`src/rtl/dmem_access_ctrl.sv`:
```
// dmem_access_ctrl: sequences MEM-stage loads/stores onto the req/addr_ok/data_ok data bus, stalling until done.
// Optional MEM_ALIGN_CHECK_EN: misaligned accesses complete locally with adel/ades instead of reaching the bus.
module dmem_access_ctrl #(
  parameter int AW = 32,
  parameter int DW = 32
) (
  input  logic          clk,
  input  logic          resetn,
  input  logic          req_valid,
  input  logic          req_wr,
  input  logic [1:0]    req_size,
  input  logic          req_sign,
  input  logic [AW-1:0] req_addr,
  input  logic [DW-1:0] req_wdata,
  input  logic          flush,
  output logic          data_req,
  output logic          data_wr,
  output logic [1:0]    data_size,
  output logic [AW-1:0] data_addr,
  output logic [DW-1:0] data_wdata,
  output logic [3:0]    data_wstrb,
  input  logic          data_addr_ok,
  input  logic          data_data_ok,
  input  logic [DW-1:0] data_rdata,
  output logic          stall,
  output logic          resp_valid,
  output logic [DW-1:0] resp_rdata,
  output logic          adel,
  output logic          ades
);

  typedef enum logic [2:0] {IDLE, REQ, WAIT, DONE, DRAIN} state_t;

  state_t        state, stateNext;
  logic          loadSign;
  logic          misaligned, misAccept, busAccept, captureLoad;
  logic [1:0]    sizeNorm;
  logic [3:0]    strbCalc;
  logic [DW-1:0] wdataRep, rdataExt;
  logic [7:0]    byteSel;
  logic [15:0]   halfSel;

`ifdef MEM_ALIGN_CHECK_EN
  assign misaligned = (req_size == 2'b01 && req_addr[0]) ||
                      (req_size[1] && req_addr[1:0] != 2'b00);
`else
  assign misaligned = 1'b0;
`endif

  assign sizeNorm  = (req_size == 2'b11) ? 2'b10 : req_size;
  assign misAccept = (state == IDLE) && req_valid && !flush && misaligned;
  assign busAccept = (state == IDLE) && (stateNext == REQ);
  assign resp_valid = (state == DONE);

  // Store lane replication and byte enables, computed from the live request.
  always_comb begin
    wdataRep = req_wdata;
    strbCalc = 4'b1111;
    case (sizeNorm)
      2'b00: begin
        wdataRep = {4{req_wdata[7:0]}};
        strbCalc = 4'b0001 << req_addr[1:0];
      end
      2'b01: begin
        wdataRep = {2{req_wdata[15:0]}};
        strbCalc = req_addr[1] ? 4'b1100 : 4'b0011;
      end
      default: begin
        wdataRep = req_wdata;
        strbCalc = 4'b1111;
      end
    endcase
  end

  // Load lane extraction uses the registered bus fields of the access in flight.
  always_comb begin
    byteSel  = data_rdata[7:0];
    halfSel  = data_addr[1] ? data_rdata[31:16] : data_rdata[15:0];
    rdataExt = data_rdata;
    case (data_addr[1:0])
      2'b00:   byteSel = data_rdata[7:0];
      2'b01:   byteSel = data_rdata[15:8];
      2'b10:   byteSel = data_rdata[23:16];
      default: byteSel = data_rdata[31:24];
    endcase
    case (data_size)
      2'b00:   rdataExt = {{24{loadSign & byteSel[7]}}, byteSel};
      2'b01:   rdataExt = {{16{loadSign & halfSel[15]}}, halfSel};
      default: rdataExt = data_rdata;
    endcase
  end

  always_ff @(posedge clk or negedge resetn) begin
    if (!resetn) state <= IDLE;
    else         state <= stateNext;
  end

  always_comb begin
    stateNext   = state;
    stall       = 1'b0;
    data_req    = 1'b0;
    captureLoad = 1'b0;
    case (state)
      IDLE: begin
        if (req_valid && !flush) begin
          stall     = 1'b1;
          stateNext = misaligned ? DONE : REQ;
        end
      end
      REQ: begin
        stall    = 1'b1;
        data_req = 1'b1;
        if (data_addr_ok) begin
          // Address already accepted: a flush must still wait out the data phase.
          if (flush)             stateNext = data_data_ok ? IDLE : DRAIN;
          else if (data_data_ok) begin
            stateNext   = DONE;
            captureLoad = 1'b1;
          end
          else                   stateNext = WAIT;
        end else if (flush) begin
          stateNext = IDLE;
        end
      end
      WAIT: begin
        stall = 1'b1;
        if (flush)             stateNext = data_data_ok ? IDLE : DRAIN;
        else if (data_data_ok) begin
          stateNext   = DONE;
          captureLoad = 1'b1;
        end
      end
      DRAIN: begin
        stall = 1'b1;
        if (data_data_ok) stateNext = IDLE;
      end
      DONE:    stateNext = IDLE;
      default: stateNext = IDLE;
    endcase
  end

  always_ff @(posedge clk or negedge resetn) begin
    if (!resetn) begin
      data_wr    <= 1'b0;
      data_size  <= 2'b00;
      data_addr  <= '0;
      data_wdata <= '0;
      data_wstrb <= 4'b0000;
      loadSign   <= 1'b0;
      resp_rdata <= '0;
    end else begin
      if (busAccept) begin
        data_wr    <= req_wr;
        data_size  <= sizeNorm;
        data_addr  <= req_addr;
        data_wdata <= req_wr ? wdataRep : '0;
        data_wstrb <= req_wr ? strbCalc : 4'b0000;
        loadSign   <= req_sign;
      end
      if (captureLoad)    resp_rdata <= data_wr ? '0 : rdataExt;
      else if (misAccept) resp_rdata <= '0;
    end
  end

`ifdef MEM_ALIGN_CHECK_EN
  logic adelQ, adesQ;

  // DONE lasts exactly one cycle, so the flags naturally pulse with resp_valid.
  always_ff @(posedge clk or negedge resetn) begin
    if (!resetn) begin
      adelQ <= 1'b0;
      adesQ <= 1'b0;
    end else begin
      adelQ <= misAccept & ~req_wr;
      adesQ <= misAccept & req_wr;
    end
  end

  assign adel = adelQ;
  assign ades = adesQ;
`else
  assign adel = 1'b0;
  assign ades = 1'b0;
`endif

endmodule

```
`config.mk`:
```
export PLATFORM = sky130hd
export DESIGN_NAME = dmem_access_ctrl
export DESIGN_NICKNAME = d
export VERILOG_FILES = /design/src/rtl/dmem_access_ctrl.sv
export SDC_FILE = /design/constraint.sdc
export NUM_CORES = 1
export LEC_CHECK = 0
export ABC_AREA = 1
export ABC_CLOCK_PERIOD_IN_PS = 3560
export BUFFER_PORTS_ARGS = -buffer_cell sky130_fd_sc_hd__buf_4
export CAP_MARGIN = 30
export CORE_AREA = 4 4 105 107
export DETAILED_ROUTE_END_ITERATION = 6
export DIE_AREA = 0 0 109 111
export PLACE_DENSITY = 0.84
export SLEW_MARGIN = 40
export SYNTH_ARGS = -nofsm -noshare
export SYNTH_HDL_FRONTEND = slang
export SYNTH_SLANG_ARGS = --single-unit
export TNS_END_PERCENT = 50
```
`constraint.sdc`:
```
create_clock -name clk -period 3.56 [get_ports clk]
set_clock_uncertainty 0.1 [all_clocks]
set_input_delay 0.356 -clock clk [delete_from_list [all_inputs] [get_ports clk]]
set_output_delay 0.356 -clock clk [all_outputs]
set_load 0.01 [all_outputs]
```
==> results of run 1 <==
-- how the worst min path moves through the flow --
stage / end
2_1_floorplan: data_addr[0]
3_3_place_gp: state[2]
3_5_place_dp: state[2]
4_1_cts: state[2]
5_1_grt: state[2]
6_report: state[2]
-- logic make-up after synthesis --
kind of cell,Yosys count,synth area share
simple gates,385,0.308
buf+inv,76,0.0713
other cells,1,0.000732
compound gates,91,0.0974
flops,107,0.523
-- per-stage QoR --
stage	instances	setup slack (ps)	hold slack (ps)	area (um^2)
finish	996	1450	40.3	6910
floorplan	661	2110	-39.6	5130
detailed placement	979	1520	262	6710
global route	996	1260	27.6	6910
global placement	979	1590	255	6700
CTS	996	1510	25.5	6910
-- repair_timing --
action / 4_1_cts / 5_1_grt
endpoints found under the hold margin: 37 / 0
resized for setup: 0 / 0
endpoints found under the setup margin: 0 / 0
hold buffers: 1 / 0
-- placed cells by master, fill, tap and decap left out, types with 2 or more instances in the layout --
cell | netlist | layout
a21oi_1 | 15 | 15
buf_4 | 6 | 214
clkbuf_8 | 0 | 11
clkinv_4 | 0 | 2
conb_1 | 1 | 2
dfrtp_1 | 107 | 107
inv_1 | 40 | 40
inv_2 | 4 | 3
nand2_1 | 275 | 275
nand2_2 | 3 | 3
nand3_1 | 23 | 23
nand3_4 | 3 | 3
nor2_1 | 66 | 66
nor2_4 | 2 | 2
nor3_1 | 2 | 2
o21ai_0 | 29 | 29
o21ai_1 | 34 | 34
o221ai_1 | 8 | 8
or2_2 | 7 | 7
-- flip-flops by register name, indices dropped and copies added (netlist names) --
signal / flops
resp_rdata: 32
data_wstrb: 4
data_size: 2
data_wdata: 32
state: 3
data_wr: 1
loadSign: 1
data_addr: 32
-- worst reg2reg max path, cell delays in order, from the launching register on --
cell     delay (ps)
dfrtp_1         760
inv_1           350
nor2_1          370
nand2_1         100
nand3_1          70
o21ai_0          80
nand3_1         120
nand2_1          70
-- layer usage --
layer | part of all wire | vias to the layer above | GRT usage
met3 | 0.096 | 30 | 0.0559
met1 | 0.39 | 2446 | 0.328
met4 | 0.021 | 0 | 0.0875
met2 | 0.49 | 273 | 0.429
li1 | - | 2452 | -
met5 | 0 | - | 0
-- layout make-up --
type	count	area, um^2
Clock buffer	11	151
Clock inverter	5	45.0
Fill cell	858	3230
Inverter	44	168
Multi-Input combinational cell	478	2080
Sequential cell	107	2680
Tap cell	136	170
Timing Repair Buffer	215	1620
-- cells in the mapped netlist --
cell type and n:
a21oi_1 15, a22oi_1 1, a31o_2 1, buf_1 1, buf_2 16, buf_4 6
buf_6 5, clkbuf_1 4, conb_1 1, dfrtp_1 107, inv_1 40, inv_2 4
nand2_1 275, nand2_2 3, nand2_4 1, nand3_1 23, nand3_2 1, nand3_4 3
nor2_1 66, nor2_2 1, nor2_4 2, nor3_1 2, nor3b_1 1, o21a_1 1
o21ai_0 29, o21ai_1 34, o21ai_2 1, o221ai_1 8, o22ai_1 1, or2_2 7
-- power by group --
| part | leakage, nW | total (mW) | internal, mW | switching [mW] |
|---|---|---|---|---|
| Combinational | 2.40 | 1.86 | 0.880 | 0.984 |
| Sequential | 1.38 | 1.95 | 1.63 | 0.325 |
| Clock | 0.0981 | 0.745 | 0.303 | 0.441 |
==> results.cfg, run 1 <==
[run_status]
outcome = finished clean

[critical_path]
slowest_delay_ps = 760
crit_path_start = data_addr[1]
crit_chain = inv_1, nor2_1, nand2_1, nand3_1, o21ai_0, nand3_1, nand2_1
end_kind = flop
worst-setup-path-type = reg2reg
rr_startpoint = data_addr[1]
required_ps = 3730
cp_num_cells = 7
arrival_ps = 2280
rr_worst_depth = 7
worstPathMaxFanout = 22
critical_path.endpoint = resp_rdata[0]
critical_path.top_delay_family = flip-flops
worst_r2r_endpoint = resp_rdata[0]
path_buf_inv = 1
setup.worst_path.start_class = flop
rrSetupSlack_ps = 1450
cp_slowest_cell = dfrtp_1

[global_route]
grt_pass1_wl_um = 24900
grt_max_degree = 71
antenna_found_initial = 0
grt_pass1_vias = 5120
grt_usage = 0.257
gr-total-overflow = 0

[place]
port_buffers = 211
dpl.hpwl_um = 11600
gp_congestion = 0.891

[clock_network]
cts_buffer_depth = 2
numClockSinks = 107
cts_root_buf = clkbuf_8
clk_pin_slew_ps = 110
cts_tree = built
cts_setup_buffers = 0
h-tree-depth = 3
clock_latency_ps = 370
numCtsBuffers = 9

[route]
wire_per_inst_um = 15.5
vias = 5201
ant_nets = 0
drc_errors = 0
wl_um = 15400
dr.first_iter.drc_count = 300
via_per_inst = 5.22
first_pass_iters = 7

[run]
cap_violations = 0

[floorplanning]
start_util = 0.505
die_w_um = 109
ios = 214
core_um2 = 10100
die_h_um = 111
row_count = 37
die_area_um2 = 12100

[synth]
avgSynthCellArea_um2 = 7.76
syn_inst = 660
yosysWarnings = 0
ys_seq_area_frac = 0.523
synth.cell_area_um2 = 5120
yosys.area.top_type = dfrtp_1
ys_types = 30
synth_top_area_frac = 0.523
ys_ff_latch = 107
synth_area_leaders = dfrtp_1 52%, nand2_1 20%, nor2_1 4.8%

[sta]
rsz0062_at_grt = false
min_period_ps = 2110
slew_violations = 0
fmax_ghz = 0.474
worst_pin_slew_ps = 663
finalSetupViolations = 0
fin_setup_tns_ps = 0
max_slew_margin = 0.558
hold_viol_final = 0
fin_crit_sh = 0.592

[finish]
antennaDiodeCount = 0
finalNetCount = 961
utilization = 0.682
syn2layout_area_growth_pct = 34.9
drive_above_1_share = 0.295

[power_and_ir_drop]
ir_worst_vdd_v = 0.000297
p_per_area_nw_per_um2 = 660
power.leakage_nw = 3.88
power_mw = 4.56

[worst_hold_path]
worstHoldStart = data_data_ok
hold_path_class = in2reg
hold_depth = 2
No activity file was read; power rests on OpenSTA's default activity.
==> inputs of run 2 (changes only) <==
- ABC_CLOCK_PERIOD_IN_PS: 3560 -> 2000
- CORE_AREA: 4 4 105 107 -> 4 4 109 111
- DIE_AREA: 0 0 109 111 -> 0 0 113 115
- PLACE_DENSITY: 0.84 -> 0.78
- clock period: 3.56 -> 2 ns (I/O delays scaled with it)
==> results.cfg, run 2 (synthesis results as in run 1) <==
[power_and_ir_drop]
seqPwrFrac = 0.408
switchingPower_mw = 3.09
power_mw = 8.39
switching_share = 0.368
p_clk_frac = 0.174
power.leakage_nw = 4.09
ir_worst_vdd_v = 0.000616
combPwrFrac = 0.418
p_int_mw = 5.30
p_per_area_nw_per_um2 = 1140

[clock_network]
clk_pin_slew_ps = 90
numClockSinks = 107
postCtsHoldBufs = 39
numCtsBuffers = 9
cts_resized = 0
cts_root_buf = clkbuf_8
cts_tree = built
clock_latency_ps = 360
cts_buffer_depth = 2
h-tree-depth = 3
cts_setup_buffers = 0

[sta]
fin_setup_tns_ps = 0
fin_crit_sh = 0.908
min_period_ps = 1820
fmax_ghz = 0.551
hold_viol_final = 0
max_slew_margin = 0.580
slew_violations = 0
worst_pin_slew_ps = 628
rsz0062_at_grt = false
finalSetupViolations = 0

[floorplanning]
die_h_um = 115
die_area_um2 = 13000
row_count = 38
start_util = 0.475
core_um2 = 10800
die_w_um = 113
ios = 214

[finish]
finalNetCount = 1005
antennaDiodeCount = 0
final_common_cell = nand2_1
syn2layout_area_growth_pct = 44.1
reg_top3 = data_addr (32), data_wdata (32), resp_rdata (32)
fillers = 894
drive_above_1_share = 0.286
final_cell_mix = 275 x nand2_1, 218 x buf_4, 107 x dfrtp_1, 66 x nor2_1, 40 x inv_1

[global_route]
antenna_found_initial = 0
grt_max_degree = 57
grt_pass1_wl_um = 26500
grt_pass1_vias = 5397
grt_usage = 0.254
gr-total-overflow = 0

[place]
port_buffers = 211
dpl.hpwl_um = 11700
gp_congestion = 0.867

[route]
first_pass_iters = 5
via_per_inst = 5.12
wl_um = 16400
dr.first_iter.drc_count = 387
route.met3.wl_um = 1550
wl_met1_um = 6150
drc_errors = 0
vias = 5340
highest_layer = met4
wire_per_inst_um = 15.7
wl_met2_um = 8370
ant_nets = 0

[run_status]
outcome = finished clean

[critical_path]
arrival_ps = 2020
required_ps = 2200
crit_chain = dlygate4sd3_1, buf_4, nor2_1, nand3_4, inv_1, nand3_1, nand2_1
slowest_delay_ps = 540
setup.worst_path.start_class = primary input
worstPathMaxFanout = 25
end_kind = flop
worst-setup-path-type = in2reg
cp_slowest_cell = dlygate4sd3_1

[run]
cap_violations = 0

[worst_hold_path]
hold_path_class = in2reg
==> run 2: changes by cell type in the layout (fill, tap and decap cells not counted) <==
cell           before  now
dlygate4sd3_1       1   39
buf_4             214  218
buf_12              0    2
bufinv_16           0    2
clkinv_4            2    0
clkbuf_1            0    1
clkbuf_8           11   10
clkinv_2            0    1
clkinvlp_4          1    0
inv_2               3    4
inv_4               1    0
inv_8               1    0
==> run 2: worst paths after layout <==
path | start | end | slack, ps | cells past startpoint
setup / recovery | flush | resp_rdata[0] | 180 | 7
hold / removal | req_wdata[18] | data_wdata[18] | 20 | 3
setup reg to reg | state[2] | resp_rdata[0] | 210 | 7
hold reg to reg | data_addr[19] | data_addr[19] | 380 | 2
max in group asynchronous | resetn | data_wdata[13] | 940 | 3
min in group asynchronous | resetn | resp_rdata[11] | 210 | 2
==> run 2: through the flow <==
step | instance area [um^2] | hold slack (ps) | worst slack [ps] | utilization | cells
final | 7380 | 20.2 | 185 | 0.684 | 1043
after global routing | 7380 | 19.9 | 48.1 | 0.684 | 1043
after CTS | 7380 | 6.17 | 221 | 0.684 | 1043
after detailed placement | 6780 | 70.2 | 271 | 0.628 | 989
after global placement | 6780 | 72.0 | 341 | 0.628 | 989
after floorplan | 5130 | -196 | 554 | - | 661
==> run 2: area by class of cell <==
cell class                 instances  area [um^2]  area share
clock buffer                      11          141      0.0191
clock inverter                     4         73.8      0.0100
inverter                          44          165      0.0224
multi-input combinational        478         2080       0.282
sequential                       107         2680       0.363
tap                              140          175      0.0237
timing repair buffer             259         2070       0.280
==> run 2: power groups by stage <==
stage	Clock, mW	Combinational, mW	Sequential, mW
final	1.46	3.51	3.42
after global routing	1.56	3.86	3.52
after CTS	1.49	3.52	3.42
after detailed placement	0	3.46	3.44
after global placement	0	3.37	3.43
after floorplan	0	1.38	3.70
==> run 2: per-layer routing <==
layer  track usage  vias up
met4        0.0825        0
met2         0.455      250
met3        0.0668       31
met1         0.297     2521
met5             0        -
li1              -     2538
==> run 2: worst max-delay path: cells and delay by family <==
kind | cells | cell delay, ps
buffers and inverters | 3 | 1010
AND/OR/NAND/NOR | 4 | 790
